**config.mk**
```make
export PLATFORM = sky130hd
export DESIGN_NAME = aibcr3_red_clksel_seq
export DESIGN_NICKNAME = d
export VERILOG_FILES = /design/src/rtl/aibcr3_red_pkg.sv /design/src/rtl/aibcr3_red_settle_cnt.sv /design/src/rtl/aibcr3_red_clksel_seq.sv
export SDC_FILE = /design/constraint.sdc
export NUM_CORES = 1
export LEC_CHECK = 0
export CAP_MARGIN = 20
export CORE_ASPECT_RATIO = 1.4
export CORE_MARGIN = 2
export CORE_UTILIZATION = 37
export CTS_CLUSTER_DIAMETER = 200
export DETAILED_ROUTE_END_ITERATION = 7
export PLACE_DENSITY = 0.57
export SLEW_MARGIN = 30
export SYNTH_ARGS = -nofsm -noshare
export SYNTH_HDL_FRONTEND = slang
export SYNTH_SLANG_ARGS = --single-unit
```
**constraint.sdc**
```tcl
create_clock -name i_cfg_avmm_clk -period 2.1 [get_ports i_cfg_avmm_clk]
set_clock_uncertainty 0.1 [all_clocks]
set_input_delay 0.42 -clock i_cfg_avmm_clk [delete_from_list [all_inputs] [get_ports i_cfg_avmm_clk]]
set_output_delay 0.42 -clock i_cfg_avmm_clk [all_outputs]
set_load 0.02 [all_outputs]
```
**src/rtl/aibcr3_red_pkg.sv**
```systemverilog
`default_nettype none
// ============================================================================
// Module   : aibcr3_red_pkg
// Purpose  : Shared types and helpers for the AIB redundancy / JTAG
//            clock-select sequencer.
//            - state_e   : sequencer states
//            - is_thermo : legality check for redundancy shift codes
//            - NLANE_DEF : default lane count
// Revision : 1.0  initial release
// ============================================================================
package aibcr3_red_pkg;

    localparam int NLANE_DEF  = 8;

    // Widest lane vector the legality helper accepts. Callers pad any unused
    // upper bits with ones so a narrower thermometer code stays a
    // thermometer code after padding.
    localparam int THERMO_MAX = 64;

    localparam logic [THERMO_MAX-1:0] C_THERMO_ONE = {{(THERMO_MAX-1){1'b0}}, 1'b1};

    typedef enum logic [1:0] {
        IDLE     = 2'd0,
        GATE_OFF = 2'd1,
        SWITCH   = 2'd2,
        GATE_ON  = 2'd3
    } state_e;

    // A legal code is ones in the upper bits and zeros in the lower bits
    // (including all zeros). Its complement is then a block of low-order
    // ones, i.e. of the form 2^k - 1, which has no bit in common with
    // itself plus one.
    function automatic logic is_thermo(input logic [THERMO_MAX-1:0] vec);
        logic [THERMO_MAX-1:0] inv;
        inv = ~vec;
        return ((inv & (inv + C_THERMO_ONE)) == '0);
    endfunction

endpackage
`default_nettype wire

```
**src/rtl/aibcr3_red_settle_cnt.sv**
```systemverilog
`default_nettype none
// ============================================================================
// Module   : aibcr3_red_settle_cnt
// Purpose  : Load / decrement-to-zero settle counter. Holds at zero, never
//            wraps.
// Ports    : clk_i       clock
//            rst_i       synchronous active-high reset (count -> 0)
//            load_i      load load_val_i (has priority over dec_i)
//            load_val_i  value to load
//            dec_i       decrement by one when non-zero
//            zero_o      count is zero
// Revision : 1.0  initial release
// ============================================================================
module aibcr3_red_settle_cnt #(
    parameter int W = 4
) (
    input  logic         clk_i,
    input  logic         rst_i,
    input  logic         load_i,
    input  logic [W-1:0] load_val_i,
    input  logic         dec_i,
    output logic         zero_o
);

    logic [W-1:0] cnt_q;

    always_ff @(posedge clk_i) begin
        if (rst_i) begin
            cnt_q <= '0;
        end else if (load_i) begin
            cnt_q <= load_val_i;
        end else if (dec_i && (cnt_q != '0)) begin
            cnt_q <= cnt_q - W'(1);
        end
    end

    assign zero_o = (cnt_q == '0);

endmodule
`default_nettype wire

```
**src/rtl/aibcr3_red_clksel_seq.sv**
```systemverilog
`default_nettype none
// ============================================================================
// Module   : aibcr3_red_clksel_seq
// Purpose  : Sequences redundancy shift and JTAG clock-select changes for a
//            bank of AIB clock muxes so that a mux select only moves while the
//            lanes it affects have their clocks gated off.
// Ports    : i_cfg_avmm_clk   config clock
//            i_cfg_avmm_rst   synchronous active-high reset
//            req_valid/ready  request handshake (ready only in IDLE)
//            shift_en_req     requested per-lane shift (thermometer code)
//            jtag_clksel_req  requested JTAG clock select
//            settle_cyc       gate-off / gate-on settle cycles (0 acts as 1)
//            shift_en         registered per-lane mux select
//            jtag_clksel      registered JTAG clock select
//            clk_gate_en      per-lane clock enable (1 = running)
//            busy             sequence in progress
//            done / err       one-cycle completion / rejection pulses
// Revision : 1.0  initial release
// ============================================================================
module aibcr3_red_clksel_seq
    import aibcr3_red_pkg::*;
#(
    parameter int NLANE    = NLANE_DEF,
    parameter int SETTLE_W = 4
) (
    input  logic                i_cfg_avmm_clk,
    input  logic                i_cfg_avmm_rst,
    input  logic                req_valid,
    output logic                req_ready,
    input  logic [NLANE-1:0]    shift_en_req,
    input  logic                jtag_clksel_req,
    input  logic [SETTLE_W-1:0] settle_cyc,
    output logic [NLANE-1:0]    shift_en,
    output logic                jtag_clksel,
    output logic [NLANE-1:0]    clk_gate_en,
    output logic                busy,
    output logic                done,
    output logic                err
);

    state_e                state_q, state_d;
    logic [NLANE-1:0]      shift_en_q, shift_en_d;
    logic                  jtag_q, jtag_d;
    logic [NLANE-1:0]      gate_q, gate_d;
    logic [NLANE-1:0]      chg_q, chg_d;
    logic [NLANE-1:0]      req_shift_q, req_shift_d;
    logic                  req_jtag_q, req_jtag_d;
    logic [SETTLE_W-1:0]   settle_q, settle_d;
    logic                  done_q, done_d;
    logic                  err_q, err_d;

    logic                  cnt_load;
    logic                  cnt_dec;
    logic [SETTLE_W-1:0]   cnt_val;
    logic                  cnt_zero;

    logic [THERMO_MAX-1:0] w_pad;
    logic                  w_legal;
    logic [NLANE-1:0]      w_chg;
    logic [SETTLE_W-1:0]   w_settle_m1;

    // The counter holds S-1 so that a phase lasting S cycles ends in the
    // cycle where the count reads zero; this keeps S = 2^SETTLE_W - 1
    // representable.
    aibcr3_red_settle_cnt #(
        .W (SETTLE_W)
    ) u_settle_cnt (
        .clk_i      (i_cfg_avmm_clk),
        .rst_i      (i_cfg_avmm_rst),
        .load_i     (cnt_load),
        .load_val_i (cnt_val),
        .dec_i      (cnt_dec),
        .zero_o     (cnt_zero)
    );

    always_comb begin
        w_pad            = '1;
        w_pad[NLANE-1:0] = shift_en_req;
    end

    assign w_legal     = is_thermo(w_pad);
    // A JTAG clock takeover moves every lane's launch clock, so all lanes
    // are treated as changed.
    assign w_chg       = (jtag_clksel_req != jtag_q) ? '1 : (shift_en_req ^ shift_en_q);
    assign w_settle_m1 = (settle_cyc == '0) ? '0 : (settle_cyc - SETTLE_W'(1));

    always_ff @(posedge i_cfg_avmm_clk) begin
        if (i_cfg_avmm_rst) begin
            state_q     <= IDLE;
            shift_en_q  <= '0;
            jtag_q      <= 1'b0;
            gate_q      <= '1;
            chg_q       <= '0;
            req_shift_q <= '0;
            req_jtag_q  <= 1'b0;
            settle_q    <= '0;
            done_q      <= 1'b0;
            err_q       <= 1'b0;
        end else begin
            state_q     <= state_d;
            shift_en_q  <= shift_en_d;
            jtag_q      <= jtag_d;
            gate_q      <= gate_d;
            chg_q       <= chg_d;
            req_shift_q <= req_shift_d;
            req_jtag_q  <= req_jtag_d;
            settle_q    <= settle_d;
            done_q      <= done_d;
            err_q       <= err_d;
        end
    end

    always_comb begin
        state_d     = state_q;
        shift_en_d  = shift_en_q;
        jtag_d      = jtag_q;
        gate_d      = gate_q;
        chg_d       = chg_q;
        req_shift_d = req_shift_q;
        req_jtag_d  = req_jtag_q;
        settle_d    = settle_q;
        done_d      = 1'b0;
        err_d       = 1'b0;
        cnt_load    = 1'b0;
        cnt_dec     = 1'b0;
        cnt_val     = settle_q;

        unique case (state_q)
            IDLE: begin
                if (req_valid) begin
                    if (!w_legal) begin
                        err_d = 1'b1;
                    end else if (w_chg == '0) begin
                        done_d = 1'b1;
                    end else begin
                        chg_d       = w_chg;
                        gate_d      = ~w_chg;
                        req_shift_d = shift_en_req;
                        req_jtag_d  = jtag_clksel_req;
                        settle_d    = w_settle_m1;
                        cnt_load    = 1'b1;
                        cnt_val     = w_settle_m1;
                        state_d     = GATE_OFF;
                    end
                end
            end
            // SWITCH is the edge that leaves GATE_OFF: the selects move on
            // the same edge that starts GATE_ON, so it never occupies a
            // registered cycle of its own.
            GATE_OFF: begin
                gate_d = ~chg_q;
                if (cnt_zero) begin
                    shift_en_d = req_shift_q;
                    jtag_d     = req_jtag_q;
                    cnt_load   = 1'b1;
                    state_d    = GATE_ON;
                end else begin
                    cnt_dec = 1'b1;
                end
            end
            GATE_ON: begin
                if (cnt_zero) begin
                    gate_d  = '1;
                    done_d  = 1'b1;
                    state_d = IDLE;
                end else begin
                    cnt_dec = 1'b1;
                end
            end
            default: begin
                gate_d  = '1;
                state_d = IDLE;
            end
        endcase
    end

    assign req_ready   = (state_q == IDLE);
    assign busy        = (state_q != IDLE);
    assign shift_en    = shift_en_q;
    assign jtag_clksel = jtag_q;
    assign clk_gate_en = gate_q;
    assign done        = done_q;
    assign err         = err_q;

endmodule
`default_nettype wire

```
==> results_tabular.tex, run 1 <==
\begin{tabular}{lr}
\hline
Metric & Value \\
\hline
\multicolumn{2}{l}{\textbf{Run status}} \\
Outcome & finished, final reports clean \\
\multicolumn{2}{l}{\textbf{Placement}} \\
Pre-CTS setup slack & -0.479 ns \\
GPL Wtd Cong & 0.827 \\
Number of buffers inserted by port buffering & 36 \\
Half-perimeter wire length after detailed placement & 4330 um \\
\multicolumn{2}{l}{\textbf{Synth}} \\
Number of warnings printed during yosys synthesis & 0 \\
Area of the mapped netlist & 2260 sq um \\
Synthesized netlist cell count & 269 \\
Number of enable flip-flop cells after synthesis & 0 \\
Net count after synthesis & 289 \\
Most used flip-flop cell after synthesis & sky130\_fd\_sc\_hd\_\_dfxtp\_1 \\
Async S/R FF share, synth & 0 \\
Per-instance average area after synthesis & 8.40 sq um \\
Sequential area share after synthesis & 0.408 \\
Yosys cell types & 46 \\
Register bit count reported by yosys & 46 \\
\multicolumn{2}{l}{\textbf{Clock network}} \\
Clock-pin slew on the worst setup and hold paths & 0.09 ns \\
Buffer type at the clock tree root & sky130\_fd\_sc\_hd\_\_clkbuf\_8 \\
Buffers from clock root to sink, at most & 2 \\
Total CTS buffers & 5 \\
Source-to-sink clock delay at the later pin of the worst-skew pair & 0.30 ns \\
Clock sinks & 46 \\
H-Tree Level Count & 2 \\
Clock tree from TritonCTS & built \\
Count of hold buffers inserted by post-cts repair & 0 \\
\multicolumn{2}{l}{\textbf{Drt}} \\
Via-to-Cell Ratio & 5.25 \\
Post-route ant nets & 0 \\
DRC violation count after routing & 0 \\
Average wire per standard cell & 14.5 um \\
Via count & 2,106 \\
Final WL & 5830 um \\
Number of iterations in the first detailed-routing pass & 6 \\
Number of DRC markers in iteration 0 & 116 \\
\multicolumn{2}{l}{\textbf{Global route}} \\
First-pass GRT wire length & 9560 um \\
Remaining Overflow, GRT & 0 \\
Initial antenna violation count & 0 \\
Maximum number of pins on one net before global-route repair & 28 \\
Number of global-route vias before repair & 2,067 \\
GRT Overall Usage & 0.180 \\
\multicolumn{2}{l}{\textbf{Timing}} \\
Fin worst setup slack & 0.0812 ns \\
Highest clock rate & 495 MHz \\
Number of endpoints failing setup at the final stage & 0 \\
Tightest Pin Transition & 0.629 ns \\
Minimum period implied by the final worst setup slack & 2.02 ns \\
Max\_slew headroom & 0.580 \\
Final Slew Violations & 0 \\
Final hold viol count & 0 \\
Fin crit share & 0.961 \\
WHS & 0.356 ns \\
\multicolumn{2}{l}{\textbf{Pwr}} \\
PwrDens & 872 nW/um\^{}2 \\
Leakage power total & 1.16 nW \\
Proportion of power drawn by combinational gates & 0.374 \\
Sequential cell fraction of total power & 0.377 \\
Worst vdd ir & 412 uV \\
Relative contribution of the clock network to total power & 0.249 \\
Total internal power & 1.78 mW \\
Net switching share of the total power & 0.339 \\
Net switching power figure & 917 uW \\
\multicolumn{2}{l}{\textbf{Worst setup path}} \\
Type of the worst setup path & in2reg \\
CP Data Required Time & 2.25 ns \\
Startpoint kind of the worst setup timing path & primary input \\
Signal arrival time at the worst endpoint & 2.17 ns \\
Critical Path Sink Type & register \\
Register-to-register setup slack & 0.12 ns \\
Crit Path Max Fanout & 4 \\
\multicolumn{2}{l}{\textbf{Final layout}} \\
Antenna diode count & 0 \\
Fraction of final layout cells with drive strength greater than 1 & 0.190 \\
Most common cell after layout, fill and taps aside & sky130\_fd\_sc\_hd\_\_dfxtp\_1 \\
Post-layout net count & 350 \\
Signed area change from the synthesized netlist to the final layout & 37.1\% \\
Commonest cells after routing, fill and taps aside & sky130\_fd\_sc\_hd\_\_dfxtp\_1, sky130\_fd\_sc\_hd\_\_buf\_4, sky130\_fd\_sc\_hd\_\_a21oi\_1 \\
\multicolumn{2}{l}{\textbf{Hold path}} \\
Min-delay worst type & reg2reg \\
\multicolumn{2}{l}{\textbf{Floorplan}} \\
Effective utilization at floorplan & 0.385 \\
Placement row count & 33 \\
Die Y & 96.5 um \\
Area of the die & 6760 sq um \\
Ports & 37 \\
Die X-Extent & 70.0 um \\
Area of the placeable core & 5860 sq um \\
\multicolumn{2}{l}{\textbf{Flow run}} \\
Max-Cap Viols & 0 \\
\hline
\end{tabular}
## sequential cells by signal (all words and copies together) (netlist names)
register,count
chg_q,8
clk_gate_en,8
req_shift_q,8
shift_en,8
settle_q,4
u_settle_cnt.cnt_q,4
state_q,2
done,1
err,1
jtag_clksel,1
req_jtag_q,1
## power groups by stage
stage	combinational, mW	sequential, mW	clock, mW
after floorplan	0.558	1.08	0
after global placement	0.992	1.04	0
after detailed placement	0.998	1.04	0
after CTS	0.996	1.02	0.687
after global routing	1.11	1.03	0.729
final	1.01	1.02	0.672
## per-stage QoR
step | std cells | TNS [ns] | total power [mW] | utilization | area, sq um
2_1_floorplan | 269 | 0 | 1.64 | - | 2260
3_3_place_gp | 392 | -14.28 | 2.03 | 0.495 | 2900
3_5_place_dp | 392 | -14.14 | 2.04 | 0.495 | 2900
4_1_cts | 400 | 0 | 2.70 | 0.520 | 3050
5_1_grt | 401 | -0.00706 | 2.88 | 0.528 | 3100
6_report | 401 | 0 | 2.70 | 0.528 | 3100
## synthesized netlist by cell type, types with 2 or more instances
library cell / number / area, sq um
sky130_fd_sc_hd__dfxtp_1: 46 / 921
sky130_fd_sc_hd__a21oi_1: 29 / 145
sky130_fd_sc_hd__nand2_1: 27 / 101
sky130_fd_sc_hd__inv_1: 18 / 67.6
sky130_fd_sc_hd__nor2_1: 16 / 60.1
sky130_fd_sc_hd__o21ai_0: 13 / 65.1
sky130_fd_sc_hd__clkbuf_1: 12 / 45.0
sky130_fd_sc_hd__nand3_1: 11 / 55.1
sky130_fd_sc_hd__xnor2_1: 9 / 78.8
sky130_fd_sc_hd__mux2i_1: 8 / 80.1
sky130_fd_sc_hd__nor3_1: 8 / 40.0
sky130_fd_sc_hd__a221oi_1: 7 / 61.3
sky130_fd_sc_hd__a311oi_1: 7 / 61.3
sky130_fd_sc_hd__a22o_1: 5 / 43.8
sky130_fd_sc_hd__ha_1: 4 / 50.1
sky130_fd_sc_hd__a31oi_1: 3 / 18.8
sky130_fd_sc_hd__and2_1: 3 / 18.8
sky130_fd_sc_hd__buf_2: 3 / 15.0
sky130_fd_sc_hd__nor2b_1: 3 / 18.8
sky130_fd_sc_hd__o21a_1: 3 / 22.5
sky130_fd_sc_hd__or3_1: 3 / 18.8
sky130_fd_sc_hd__buf_6: 2 / 22.5
sky130_fd_sc_hd__nand2b_1: 2 / 12.5
sky130_fd_sc_hd__nand4_1: 2 / 12.5
sky130_fd_sc_hd__o21bai_1: 2 / 15.0
sky130_fd_sc_hd__o31ai_1: 2 / 15.0
sky130_fd_sc_hd__o32ai_1: 2 / 17.5
## worst paths after layout
check / start / endpoint / cells after the start
max: jtag_clksel_req / u_settle_cnt.cnt_q[1] / 8
min: req_shift_q[5] / shift_en[5] / 2
max reg2reg: state_q[1] / chg_q[5] / 7
min reg2reg: req_shift_q[5] / shift_en[5] / 2
## worst max-delay path, cell delays in order
cell                              delay [ns]
sky130_fd_sc_hd__clkdlybuf4s50_1        0.52
sky130_fd_sc_hd__xnor2_2                0.13
sky130_fd_sc_hd__buf_4                  0.14
sky130_fd_sc_hd__nand2_1                0.08
sky130_fd_sc_hd__or3_4                  0.41
sky130_fd_sc_hd__buf_4                  0.15
sky130_fd_sc_hd__a31oi_4                0.17
sky130_fd_sc_hd__o31a_1                 0.15
## per-layer routing
layer / global-route usage / share of wire
met3: 0.0332 / 0.036
met5: 0 / 0
met4: 0.0657 / 0.015
met2: 0.347 / 0.53
met1: 0.195 / 0.42
## final cells by class
type / count / area [sq um]
timing repair buffer: 73 / 649
clock buffer: 5 / 68.8
sequential: 46 / 921
multi-input combinational: 186 / 1260
fill: 599 / 2770
inverter: 18 / 67.6
tap: 70 / 87.6
clock inverter: 3 / 45.0
## logic make-up after synthesis
kind of cell | share of synthesized area
flops | 0.408
xor+xnor | 0.0349
simple gates | 0.178
buf+inv | 0.0714
mux | 0.0354
fa+ha+maj | 0.0221
compound gates | 0.250
## repair_timing
action	in CTS	in global routing
gates resized for setup	16	10
setup endpoints to repair	36	32
buffers inserted	0	1
pin swaps	1	4
endpoints found under the hold margin	0	0
(Power assumes the default switching activity.)
==> run 2, diff against run 1 <==
ABC_CLOCK_PERIOD_IN_PS = 2100   (was unset)
SLEW_MARGIN = 20   (was 30)
TNS_END_PERCENT = 100   (was unset)
==> results of run 2 <==
Same layout as run 1: the final DEF is identical, and so are final timing and power.
==> run 3, diff against run 2 <==
CTS_CLUSTER_SIZE = 28   (was unset)
REMOVE_ABC_BUFFERS = 1   (was unset)
==> results_tabular.tex, run 3 (same netlist as run 1, synthesis figures left out) <==
\begin{tabular}{lr}
\hline
Metric & Value \\
\hline
\multicolumn{2}{l}{\textbf{Global route}} \\
GRT Overall Usage & 0.182 (was 0.180) \\
Number of global-route vias before repair & 2,110 (was 2,067) \\
Initial antenna violation count & 0 (unchanged) \\
First-pass GRT wire length & 10,000 um (was 9560 um) \\
Remaining Overflow, GRT & 0 (unchanged) \\
Maximum number of pins on one net before global-route repair & 40 (was 28) \\
\multicolumn{2}{l}{\textbf{Worst setup path}} \\
Critical path cell sequence & inv\_1 > ha\_4 > buf\_4 > inv\_1 > dlygate4sd2\_1 (was clkdlybuf4s50\_1 > xnor2\_2 > buf\_4 > nand2\_1 > or3\_4 > buf\_4 > a31oi\_4 > o31a\_1) \\
Signal arrival time at the worst endpoint & 1.42 ns (was 2.17 ns) \\
CP Data Required Time & 1.58 ns (was 2.25 ns) \\
Crit-path slowest cell & sky130\_fd\_sc\_hd\_\_dfxtp\_1 (was sky130\_fd\_sc\_hd\_\_clkdlybuf4s50\_1) \\
Worst path top cell family by delay & buffers and inverters (unchanged) \\
Critical Path Sink Type & primary output (was register) \\
CP bufs+invs & 4 (was 3) \\
Startpoint kind of the worst setup timing path & register (was primary input) \\
Type of the worst setup path & reg2out (was in2reg) \\
Most frequent cell on the critical path & sky130\_fd\_sc\_hd\_\_inv\_1 (was sky130\_fd\_sc\_hd\_\_buf\_4) \\
Largest stage delay on the critical path & 0.36 ns (was 0.52 ns) \\
Crit Path Max Fanout & 6 (was 4) \\
\multicolumn{2}{l}{\textbf{Floorplan}} \\
Ports & 37 (unchanged) \\
Die X-Extent & 70.0 um (unchanged) \\
Placement row count & 33 (unchanged) \\
Effective utilization at floorplan & 0.385 (unchanged) \\
Die Y & 96.5 um (unchanged) \\
Area of the placeable core & 5860 sq um (unchanged) \\
Area of the die & 6760 sq um (unchanged) \\
\multicolumn{2}{l}{\textbf{Timing}} \\
Minimum period implied by the final worst setup slack & 1.94 ns (was 2.02 ns) \\
Max\_slew headroom & 0.540 (was 0.580) \\
Fin worst setup slack & 0.156 ns (was 0.0812 ns) \\
Setup total negative slack & 0 ns (unchanged) \\
Final hold viol count & 0 (unchanged) \\
Tightest Pin Transition & 0.689 ns (was 0.629 ns) \\
Fin crit share & 0.926 (was 0.961) \\
Number of endpoints failing setup at the final stage & 0 (unchanged) \\
Final Slew Violations & 0 (unchanged) \\
Highest clock rate & 514 MHz (was 495 MHz) \\
\multicolumn{2}{l}{\textbf{Clock network}} \\
Clock tree from TritonCTS & built (unchanged) \\
H-Tree Level Count & 2 (unchanged) \\
Total CTS buffers & 5 (unchanged) \\
Buffer type at the clock tree root & sky130\_fd\_sc\_hd\_\_clkbuf\_8 (unchanged) \\
Buffers from clock root to sink, at most & 2 (unchanged) \\
Source-to-sink clock delay at the later pin of the worst-skew pair & 0.30 ns (about the same) \\
Clock-pin slew on the worst setup and hold paths & 0.09 ns (about the same) \\
Clock sinks & 46 (unchanged) \\
\multicolumn{2}{l}{\textbf{Pwr}} \\
Leakage power total & 1.26 nW (was 1.16 nW) \\
PwrDens & 844 nW/um\^{}2 (was 872 nW/um\^{}2) \\
Worst vdd ir & 398 uV (was 412 uV) \\
Tot Pwr & 2.73 mW (was 2.70 mW) \\
\multicolumn{2}{l}{\textbf{Final layout}} \\
Fill count & 586 (was 599) \\
Antenna diode count & 0 (unchanged) \\
Fraction of final layout cells with drive strength greater than 1 & 0.236 (was 0.190) \\
Commonest cells after routing, fill and taps aside & sky130\_fd\_sc\_hd\_\_dfxtp\_1, sky130\_fd\_sc\_hd\_\_buf\_4, sky130\_fd\_sc\_hd\_\_nand2\_1 (was sky130\_fd\_sc\_hd\_\_dfxtp\_1, sky130\_fd\_sc\_hd\_\_buf\_4, sky130\_fd\_sc\_hd\_\_a21oi\_1) \\
Post-layout net count & 358 (was 350) \\
Most common cell after layout, fill and taps aside & sky130\_fd\_sc\_hd\_\_dfxtp\_1 (unchanged) \\
Signed area change from the synthesized netlist to the final layout & 42.9\% (was 37.1\%) \\
\multicolumn{2}{l}{\textbf{Drt}} \\
Number of iterations in the first detailed-routing pass & 4 (was 6) \\
DRC violation count after routing & 0 (unchanged) \\
Final WL & 5920 um (was 5830 um) \\
Via count & 2,156 (was 2,106) \\
Number of DRC markers in iteration 0 & 145 (was 116) \\
Post-route ant nets & 0 (unchanged) \\
Average wire per standard cell & 14.5 um (about the same) \\
Via-to-Cell Ratio & 5.27 (was 5.25) \\
\multicolumn{2}{l}{\textbf{Placement}} \\
Pre-CTS setup slack & -0.468 ns (was -0.479 ns) \\
GPL Wtd Cong & 0.824 (was 0.827) \\
Half-perimeter wire length after detailed placement & 4300 um (was 4330 um) \\
Number of buffers inserted by port buffering & 36 (unchanged) \\
\multicolumn{2}{l}{\textbf{Run status}} \\
Outcome & finished, final reports clean (unchanged) \\
\multicolumn{2}{l}{\textbf{Flow run}} \\
Max-Cap Viols & 0 (unchanged) \\
\multicolumn{2}{l}{\textbf{Hold path}} \\
Min-delay worst type & reg2reg (unchanged) \\
\hline
\end{tabular}
## run 3: per-stage QoR
step	util	hold slack, ns	instances	cell area [sq um]
after floorplan	-	0.322	250	2170
after global placement	0.506	0.337	399	2970
after detailed placement	0.506	0.346	399	2970
after CTS	0.533	0.360	408	3120
after global routing	0.551	0.374	409	3230
final	0.551	0.359	409	3230
## run 3: area by class of cell
| type | instances | area, sq um | share of cell area |
|---|---|---|---|
| Multi-Input combinational cell | 186 | 1300 | 0.403 |
| Inverter | 18 | 67.6 | 0.0209 |
| Clock inverter | 3 | 40.0 | 0.0124 |
| Tap cell | 70 | 87.6 | 0.0271 |
| Timing Repair Buffer | 81 | 739 | 0.229 |
| Clock buffer | 5 | 68.8 | 0.0213 |
| Sequential cell | 46 | 922 | 0.286 |
## run 3: power breakdown
group | switching, mW | total, mW | leakage [nW] | internal [mW]
clock network | 0.307 | 0.658 | 0.0579 | 0.351
registers | 0.0523 | 1.02 | 0.374 | 0.966
logic | 0.560 | 1.05 | 0.830 | 0.489
total | 0.919 | 2.73 | 1.26 | 1.81
## run 3: final timing paths
path                  start  cells after the start     endpoint  slack, ns
max reg2reg      state_q[1]                      9         done       0.16
max              state_q[0]                      5         busy       0.16
min reg2reg  req_shift_q[1]                      2  shift_en[1]       0.36
min          req_shift_q[1]                      2  shift_en[1]       0.36
## run 3: repair_timing
| action | CTS | global route |
|---|---|---|
| pin swaps | 4 | 6 |
| setup buffers | 1 | 2 |
| hold buffers | 0 | 0 |
| resized for setup | 14 | 26 |
| setup endpoints to repair | 36 | 35 |
| cloned | 0 | 0 |
## run 3: layer usage
metal,share of wire,wire length (um),GRT usage
met1,0.45,2680,0.224
met3,0.025,147,0.0249
met5,0,0,0
met4,0.014,82,0.0577
met2,0.51,3000,0.329
## run 3: worst min-delay path, stage by stage, from the launching register on
cell                      delay, ns
sky130_fd_sc_hd__dfxtp_1       0.32
sky130_fd_sc_hd__nand2_1       0.05
sky130_fd_sc_hd__a21oi_1       0.05
